[src/rtl/ram_loader.sv]
// Loads a byte stream into consecutive RAM words from address 0, then optionally
// reads every word back and compares the additive checksum of what was written.
module ram_loader #(
    parameter int ADDR_W    = 4,
    parameter int NUM_WORDS = 16,
    parameter int VERIFY_EN = 1,
    parameter int RD_WAIT   = 2
) (
    input  logic              clk,
    input  logic              reset_n,
    input  logic              start,
    input  logic              abort,
    input  logic              byte_valid,
    input  logic [7:0]        byte_data,
    output logic              byte_ready,
    output logic              ram_we,
    output logic              ram_oe,
    output logic [ADDR_W-1:0] ram_address,
    output logic [7:0]        ram_data_in,
    input  logic [7:0]        ram_data_out,
    output logic              busy,
    output logic              done,
    output logic              error,
    output logic [7:0]        checksum
);

    localparam int WAIT_W = (RD_WAIT > 1) ? $clog2(RD_WAIT) : 1;
    localparam logic [ADDR_W-1:0] LAST_ADDR = ADDR_W'(NUM_WORDS - 1);
    localparam logic [WAIT_W-1:0] LAST_WAIT = WAIT_W'(RD_WAIT - 1);

    typedef enum logic [2:0] {
        S_IDLE,
        S_LOAD_WAIT,
        S_WRITE,
        S_READ,
        S_DONE
    } state_t;

    state_t            state_q, state_d;
    logic [ADDR_W-1:0] addr_q, addr_d;
    logic [7:0]        wdata_q, wdata_d;
    logic [7:0]        csum_q, csum_d;
    logic [7:0]        rsum_q, rsum_d;
    logic [WAIT_W-1:0] wait_q, wait_d;
    logic              we_q, we_d;
    logic              oe_q, oe_d;
    logic              busy_q, busy_d;
    logic              done_q, done_d;
    logic              err_q, err_d;
    logic [7:0]        rsum_next;

    function automatic logic [7:0] add_mod256(input logic [7:0] a, input logic [7:0] b);
        return a + b;
    endfunction

    // State and registered outputs
    always_ff @(posedge clk or negedge reset_n) begin
        if (!reset_n) begin
            state_q <= S_IDLE;
            addr_q  <= '0;
            wdata_q <= '0;
            csum_q  <= '0;
            rsum_q  <= '0;
            wait_q  <= '0;
            we_q    <= 1'b0;
            oe_q    <= 1'b0;
            busy_q  <= 1'b0;
            done_q  <= 1'b0;
            err_q   <= 1'b0;
        end else begin
            state_q <= state_d;
            addr_q  <= addr_d;
            wdata_q <= wdata_d;
            csum_q  <= csum_d;
            rsum_q  <= rsum_d;
            wait_q  <= wait_d;
            we_q    <= we_d;
            oe_q    <= oe_d;
            busy_q  <= busy_d;
            done_q  <= done_d;
            err_q   <= err_d;
        end
    end

    // Next state; abort beats any transfer or read step in the same cycle
    always_comb begin
        state_d = state_q;
        case (state_q)
            S_IDLE:      if (start) state_d = S_LOAD_WAIT;
            S_LOAD_WAIT: begin
                if (abort)           state_d = S_IDLE;
                else if (byte_valid) state_d = S_WRITE;
            end
            S_WRITE: begin
                if (abort)                  state_d = S_IDLE;
                else if (addr_q != LAST_ADDR) state_d = S_LOAD_WAIT;
                else if (VERIFY_EN != 0)    state_d = S_READ;
                else                        state_d = S_DONE;
            end
            S_READ: begin
                if (abort) state_d = S_IDLE;
                else if (wait_q == LAST_WAIT && addr_q == LAST_ADDR) state_d = S_DONE;
            end
            S_DONE:  state_d = S_IDLE;
            default: state_d = S_IDLE;
        endcase
    end

    assign rsum_next = add_mod256(rsum_q, ram_data_out);

    // Output and datapath next values, derived from the state being entered
    always_comb begin
        addr_d  = addr_q;
        wdata_d = wdata_q;
        csum_d  = csum_q;
        rsum_d  = rsum_q;
        wait_d  = wait_q;
        err_d   = err_q;
        we_d    = (state_d == S_WRITE);
        oe_d    = (state_d == S_READ);
        busy_d  = (state_d == S_LOAD_WAIT) || (state_d == S_WRITE) || (state_d == S_READ);
        done_d  = (state_d == S_DONE);
        if (abort && state_q != S_IDLE) begin
            err_d = 1'b1;
        end else begin
            case (state_q)
                S_IDLE: begin
                    if (start) begin
                        addr_d = '0;
                        csum_d = '0;
                        rsum_d = '0;
                        wait_d = '0;
                        err_d  = 1'b0;
                    end
                end
                S_LOAD_WAIT: begin
                    if (byte_valid) begin
                        wdata_d = byte_data;
                        csum_d  = add_mod256(csum_q, byte_data);
                    end
                end
                S_WRITE: begin
                    if (addr_q != LAST_ADDR) begin
                        addr_d = addr_q + 1'b1;
                    end else if (VERIFY_EN != 0) begin
                        addr_d = '0;
                        wait_d = '0;
                    end
                end
                S_READ: begin
                    if (wait_q == LAST_WAIT) begin
                        wait_d = '0;
                        rsum_d = rsum_next;
                        if (addr_q != LAST_ADDR) addr_d = addr_q + 1'b1;
                        else                     err_d  = err_q | (rsum_next != csum_q);
                    end else begin
                        wait_d = wait_q + 1'b1;
                    end
                end
                default: ;
            endcase
        end
    end

    assign byte_ready  = (state_q == S_LOAD_WAIT);
    assign ram_we      = we_q;
    assign ram_oe      = oe_q;
    assign ram_address = addr_q;
    assign ram_data_in = wdata_q;
    assign busy        = busy_q;
    assign done        = done_q;
    assign error       = err_q;
    assign checksum    = csum_q;

endmodule

[config.mk]
export PLATFORM = sky130hd
export DESIGN_NAME = ram_loader
export DESIGN_NICKNAME = d
export VERILOG_FILES = /design/src/rtl/ram_loader.sv
export SDC_FILE = /design/constraint.sdc
export NUM_CORES = 1
export LEC_CHECK = 0
export ABC_AREA = 0
export BUFFER_PORTS_ARGS = -buffer_cell sky130_fd_sc_hd__buf_4
export CAP_MARGIN = 40
export CELL_PAD_IN_SITES_DETAIL_PLACEMENT = 1
export CELL_PAD_IN_SITES_GLOBAL_PLACEMENT = 2
export CORE_ASPECT_RATIO = 1.1
export CORE_MARGIN = 2
export CORE_UTILIZATION = 38
export CTS_BUF_LIST = sky130_fd_sc_hd__clkbuf_8
export DETAILED_ROUTE_END_ITERATION = 8
export PLACE_DENSITY = 0.88
export SLEW_MARGIN = 30
export SYNTH_ARGS = -nofsm -noshare
export SYNTH_HDL_FRONTEND = slang
export SYNTH_SLANG_ARGS = --single-unit
[constraint.sdc]
create_clock -name clk -period 4.7 [get_ports clk]
set_input_delay 0.235 -clock clk [delete_from_list [all_inputs] [get_ports clk]]
set_output_delay 0.235 -clock clk [all_outputs]
set_load 0.1 [all_outputs]
==> results.py, run 1 <==
metrics = {
    "clock_network": {
        "clock_sinks": 37,
        "clkLatencyLatePin_ns": 0.28,
        "cts_tree": "yes",
        "postCtsSetupRepairBufs": 0,
        "clk_pin_slew_worst_paths_ns": 0.07,
        "clockBufferDepth": 2,
        "htreeDepth": 2,
        "cts_root_buf": "clkbuf_8",
        "cts-buffers-inserted": 5,
    },
    "global_route": {
        "antenna_found_initial": 0,
        "grt_first_pass_wirelength_um": 10400,
        "track_usage": 0.189,
        "gr-total-overflow": 0,
        "grt_pass1_vias": 2127,
        "grt_max_degree": 38,
    },
    "yosys": {
        "synthCells": 271,
        "synth_top_area_share": 0.373,
        "synth-seq-cells": 37,
        "netlist_top_cells_area": "dfrtp_1 37%, ha_1 7.6%, nand2_1 6.1%, xnor2_1 4.2%, xor2_1 2.8%",
        "async_flop_share": 1.00,
        "synth_edf_count": 0,
        "syn_nets": 309,
        "avgSynthCellArea_um2": 9.15,
        "ys_seq_area_frac": 0.373,
        "ys_types": 59,
        "synth_area_um2": 2480,
        "synth_top_area_cell": "dfrtp_1",
        "synth_ff_type": "dfrtp_1",
        "yosysWarnings": 0,
    },
    "power_and_ir_drop": {
        "leakage_nw": 1.46,
        "vdd_drop_max_mv": 0.294,
        "p_per_area_nw_per_um2": 478,
    },
    "layout": {
        "nets": 351,
        "diodes": 0,
        "layout-drive-gt1-share": 0.201,
        "syn2layout_area_growth_pct": 19.0,
    },
    "detailed_routing": {
        "drtIter0Drc": 61,
        "dr.pass1.iters": 4,
        "drt_wl_total_um": 6230,
        "met2_length_um": 3200,
        "remaining_drc_errors": 0,
        "met3WireLength_um": 174,
        "viasPerCell": 5.42,
        "top_layer": "met4",
        "m1WireLength_um": 2790,
        "vias": 2131,
        "ant_nets": 0,
        "avgRoutedWirePerCell_um": 15.8,
    },
    "sta": {
        "clock_skew_ns": 0.00308,
        "grt_setup_unrepaired": "no",
        "hold_viol": 0,
        "relSlewSlack": 0.519,
        "setup_tns_ns": 0,
        "fin_crit_sh": 0.510,
        "drv_slew": 0,
        "max_freq_mhz": 417,
        "hold_ws_ns": 0.158,
        "setup_viol": 0,
        "min_period_ns": 2.40,
        "worst-slew-pin-transition_ns": 0.720,
    },
    "floorplanning": {
        "dieArea_um2": 7190,
        "rows": 30,
        "start_util": 0.398,
        "io_pins": 47,
        "fp.dieH_um": 88.7,
        "die_w_um": 81.0,
        "core_um2": 6230,
    },
    "worst_hold_path": {
        "hold_path_depth": 3,
        "min_path_type": "in2reg",
        "hold_start": "byte_data[0]",
        "holdPathEnd": "ram_data_in[0]",
    },
    "critical_path": {
        "worst_ep_required_time_ns": 4.85,
        "end_kind": "flop",
        "worstReg2RegStart": "rsum_q[0]",
        "cp-start-kind": "flop",
        "cp_max_fo": 4,
        "timing.rr.end": "error",
        "crit_type": "reg2reg",
        "worstRegToRegCells": 8,
        "reg2reg_slack_ns": 2.30,
        "crit_arrival_ns": 2.55,
    },
    "placed_design": {
        "post-dp-hpwl_um": 4730,
        "place_congestion": 0.779,
        "io_buffers": 46,
    },
    "run": {
        "drv_cap": 0,
    },
    "outcome": {
        "status": "complete, no violations",
    },
}
-- kinds of logic (layout without fill, tap and decap cells) --
family / Yosys count / count (layout) / synth area share
and+or+nand+nor: 108 / 108 / 0.226
xor gates and xnor gates: 21 / 21 / 0.0772
DFF: 37 / 37 / 0.373
AOI/OAI and AO/OA: 66 / 66 / 0.180
adders and majority gates: 17 / 17 / 0.0918
muxes: 3 / 3 / 0.0126
buffers and inverters: 19 / 61 / 0.0388
-- worst max-delay path by stage --
stage	cells after the start	to	start
final	8	error	rsum_q[0]
after global routing	6	checksum[7]	state_q[0]
after CTS	6	checksum[7]	state_q[0]
after detailed placement	6	checksum[7]	state_q[0]
after global placement	8	error	rsum_q[0]
after floorplan	7	checksum[7]	checksum[1]
-- metrics by stage --
stage	total power, mW	cells	worst slack [ns]	area (µm²)	utilization
global route	1.50	393	1.95	2950	0.474
floorplan	1.02	271	2.16	2480	-
finish	1.41	393	2.30	2950	0.474
global placement	1.19	385	2.34	2860	0.458
detailed placement	1.20	385	2.23	2860	0.458
CTS	1.43	393	2.22	2950	0.474
-- Yosys cell counts, drive strengths merged, types with 2 or more instances --
| cell | n |
|---|---|
| a211oi | 2 |
| nand2 | 41 |
| dfrtp | 37 |
| a21oi | 14 |
| mux2i | 2 |
| o41ai | 2 |
| and4b | 2 |
| nor4b | 2 |
| xnor2 | 13 |
| and2 | 2 |
| a2111oi | 3 |
| or3 | 3 |
| o21ai | 16 |
| o22ai | 2 |
| o21a | 2 |
| ha | 15 |
| o21bai | 3 |
| nand3 | 11 |
| inv | 7 |
| and3 | 3 |
| fa | 2 |
| o31ai | 3 |
| nand2b | 5 |
| a21o | 7 |
| a31oi | 5 |
| buf | 8 |
| nor2 | 17 |
| xor2 | 8 |
| nor2b | 2 |
| nand4 | 3 |
| nor3 | 7 |
| a22o | 2 |
| clkbuf | 4 |
-- worst max-delay path: stages (launching register included) --
cell,delay [ns]
dfrtp_1,0.39
ha_1,0.22
fa_1,0.41
a21o_1,0.21
a21oi_2,0.26
xor2_1,0.10
a2111oi_0,0.36
and4b_1,0.26
a211oi_2,0.06
-- power breakdown --
group / total [mW] / switching [mW] / internal [mW]
clock network: 0.224 / 0.110 / 0.114
logic: 0.742 / 0.547 / 0.195
registers: 0.444 / 0.0695 / 0.375
total: 1.41 / 0.726 / 0.684
-- registers in the layout (all words and copies together), names as in the netlist --
| signal | flops |
|---|---|
| checksum | 8 |
| ram_data_in | 8 |
| rsum_q | 8 |
| ram_address | 4 |
| state_q | 3 |
| busy | 1 |
| done | 1 |
| error | 1 |
| ram_oe | 1 |
| ram_we | 1 |
| wait_q | 1 |
-- layer usage --
layer	global-route usage	vias up
li1	-	1058
met1	0.241	1037
met2	0.334	29
met3	0.0286	7
met4	0.0462	0
met5	0	-
-- layout make-up --
class                           count  area [µm²]
Timing Repair Buffer               47         355
Multi-Input combinational cell    215        1460
Clock buffer                        6        82.6
Tap cell                           80         100
Fill cell                         759        3280
Clock inverter                      1        3.75
Inverter                            7        26.3
Sequential cell                    37         926
-- placed cells by master (no fill, tap or decap), drive strengths merged, types with 2 or more instances in the layout --
cell type	count
a2111oi	3
a211oi	2
a21o	7
a21oi	14
a22o	2
a31oi	5
and2	2
and3	3
and4b	2
buf	46
clkbuf	6
dfrtp	37
fa	2
ha	15
inv	8
mux2i	2
nand2	41
nand2b	5
nand3	11
nand4	3
nor2	17
nor2b	2
nor3	7
nor4b	2
o21a	2
o21ai	16
o21bai	3
o22ai	2
o31ai	3
o41ai	2
or3	3
xnor2	13
xor2	8
-- timing repair --
item,CTS,global route
hold buffers,1,0
endpoints found under the hold margin,37,0
gates resized for setup,0,0
No activity file was read; power rests on OpenSTA's default activity.
==> inputs of run 2 (changes only) <==
CORE_UTILIZATION = 31   (was 38)
PLACE_DENSITY = 0.77   (was 0.88)
clock period = 2.1 ns   (was 4.7 ns; I/O delays follow)
==> run 2 against run 1 <==
Largest power group unchanged. Critical path type unchanged. Combinational power increased by 140%. Via count grew 4.5%. Final cell count up 13%. The flow now finishes with violations (setup timing). Clock power up 140%.
==> results.py, run 2 (same netlist as run 1, synthesis figures left out) <==
metrics = {
    "sta": {
        "fin_crit_sh": 1.09,
        "min_period_ns": 2.28,
        "drv_slew": 0,
        "grt_setup_unrepaired": "yes",
        "relSlewSlack": 0.629,
        "max_freq_mhz": 439,
        "setup_viol": 2,
        "timing.final.ws_setup_ns": -0.179,
        "hold_viol": 0,
        "clock_skew_ns": 0.00596,
        "worst-slew-pin-transition_ns": 0.542,
    },
    "outcome": {
        "violations": "setup timing",
        "status": "complete, but fails checks",
    },
    "critical_path": {
        "crit_slowest_cell": "dfrtp_1",
        "crit_chain": "ha_2, fa_2, a21o_1, a21oi_4, xor2_1, a2111oi_2, and4b_1, a211oi_2",
        "crit_arrival_ns": 2.45,
        "cp-start-kind": "flop",
        "worst_ep_required_time_ns": 2.27,
        "cp_max_fo": 4,
        "max_stage_delay_ns": 0.39,
        "crit_type": "reg2reg",
        "end_kind": "flop",
    },
    "clock_network": {
        "cts-buffers-inserted": 5,
        "htreeDepth": 2,
        "postCtsSetupRepairBufs": 0,
        "clk_pin_slew_worst_paths_ns": 0.08,
        "clock_sinks": 37,
        "clkLatencyLatePin_ns": 0.29,
        "cts_tree": "yes",
        "cts_root_buf": "clkbuf_8",
        "clockBufferDepth": 2,
    },
    "power_and_ir_drop": {
        "vdd_drop_max_mv": 0.738,
        "finalPower_mw": 3.32,
        "p_sw_mw": 1.70,
        "p_int_mw": 1.62,
        "p_comb_frac": 0.547,
        "p_seq_frac": 0.294,
        "leakage_nw": 1.57,
        "swShare": 0.511,
        "power_frac_clock": 0.159,
        "p_per_area_nw_per_um2": 1020,
    },
    "layout": {
        "syn2layout_area_growth_pct": 31.1,
        "nets": 373,
        "layout-drive-gt1-share": 0.324,
        "diodes": 0,
        "layout_common_cells": "68 x buf_4, 40 x nand2_1, 28 x dfrtp_1, 15 x nor2_1, 13 x o21ai_0",
        "final_common_cell": "buf_4",
        "fin_cells": 444,
        "fillers": 946,
    },
    "detailed_routing": {
        "vias": 2226,
        "remaining_drc_errors": 0,
        "viasPerCell": 5.01,
        "drtIter0Drc": 77,
        "dr.pass1.iters": 4,
        "ant_nets": 0,
        "avgRoutedWirePerCell_um": 15.6,
        "drt_wl_total_um": 6940,
    },
    "placed_design": {
        "place_ws_ns": -0.185,
        "dp.cells": 435,
        "io_buffers": 46,
        "place_congestion": 0.818,
        "post-dp-hpwl_um": 5210,
    },
    "global_route": {
        "gr-total-overflow": 0,
        "grt_max_degree": 38,
        "antenna_found_initial": 0,
        "grt_first_pass_wirelength_um": 11300,
        "track_usage": 0.166,
        "grt_pass1_vias": 2290,
    },
    "worst_hold_path": {
        "min_path_type": "in2reg",
    },
    "floorplanning": {
        "die_w_um": 89.3,
        "rows": 34,
        "io_pins": 47,
        "dieArea_um2": 8730,
        "core_um2": 7830,
        "fp.dieH_um": 97.8,
        "start_util": 0.317,
    },
    "run": {
        "drv_cap": 0,
    },
}
run 2: cell types whose count changed in the layout (fill, tap and decap cells not counted), moves of 3 or more:
cell     change
dfrtp_1      -9
ha_1         -4
buf_4       +22
ha_2         +3
dfrtp_2      +8
run 2: timing repair:
item / in CTS / in global routing
gates resized for setup: 6 / 6
pin swaps: 1 / 1
endpoints found under the hold margin: 37 / 0
hold buffers: 1 / 0
setup endpoints to repair: 3 / 4
gates cloned: 0 / 0
run 2: power by group through the flow:
stage / registers, mW / logic [mW] / clock network (mW)
2_1_floorplan: 1.76 / 0.546 / 0
3_3_place_gp: 0.984 / 1.77 / 0
3_5_place_dp: 0.988 / 1.79 / 0
4_1_cts: 0.975 / 1.81 / 0.544
5_1_grt: 0.996 / 1.93 / 0.579
6_report: 0.973 / 1.81 / 0.529
run 2: metrics by stage:
stage / setup TNS (ns) / instance area [µm²] / hold slack (ns) / utilization
after global routing: -0.373 / 3250 / 0.0126 / 0.415
final: -0.193 / 3250 / 0.0134 / 0.415
after floorplan: -0.124 / 2520 / -0.191 / -
after global placement: -0.0820 / 3090 / 0.119 / 0.395
after CTS: -0.147 / 3220 / 0.0157 / 0.412
after detailed placement: -0.185 / 3090 / 0.115 / 0.395
run 2: layout make-up:
cell class                 instances  area [µm²]  share of cell area
multi-input combinational        215        1540               0.473
sequential                        37         940               0.289
timing repair buffer              69         520               0.160
clock inverter                     2        7.51             0.00231
inverter                           7        26.3             0.00808
tap                              108         135              0.0416
clock buffer                       6        82.6              0.0254
run 2: path summary, 6_finish.rpt:
| check | start | to | slack [ns] | cells past startpoint |
|---|---|---|---|---|
| setup reg to reg | rsum_q[0] | error | -0.18 | 8 |
| min in group asynchronous | reset_n | rsum_q[0] | 0.32 | 2 |
| hold reg to reg | ram_data_in[4] | ram_data_in[4] | 0.48 | 2 |
| max in group asynchronous | reset_n | checksum[0] | 1.40 | 2 |
| hold / removal | byte_data[2] | ram_data_in[2] | 0.01 | 3 |
| setup / recovery | rsum_q[0] | error | -0.18 | 8 |
run 2: critical path: cells and delay by family, from the launching register on:
kind	cells	cell delay [ns]
compound gates	4	0.83
fa+ha+maj	2	0.53
flops	1	0.39
simple gates	1	0.29
xor+xnor	1	0.11
run 2: routing by layer:
metal | global-route usage | wire, µm | vias to the layer above
met3 | 0.0279 | 198 | 5
li1 | - | - | 1097
met1 | 0.232 | 3300 | 1088
met4 | 0.0379 | 74 | 0
met2 | 0.268 | 3370 | 36
met5 | 0 | 0 | -
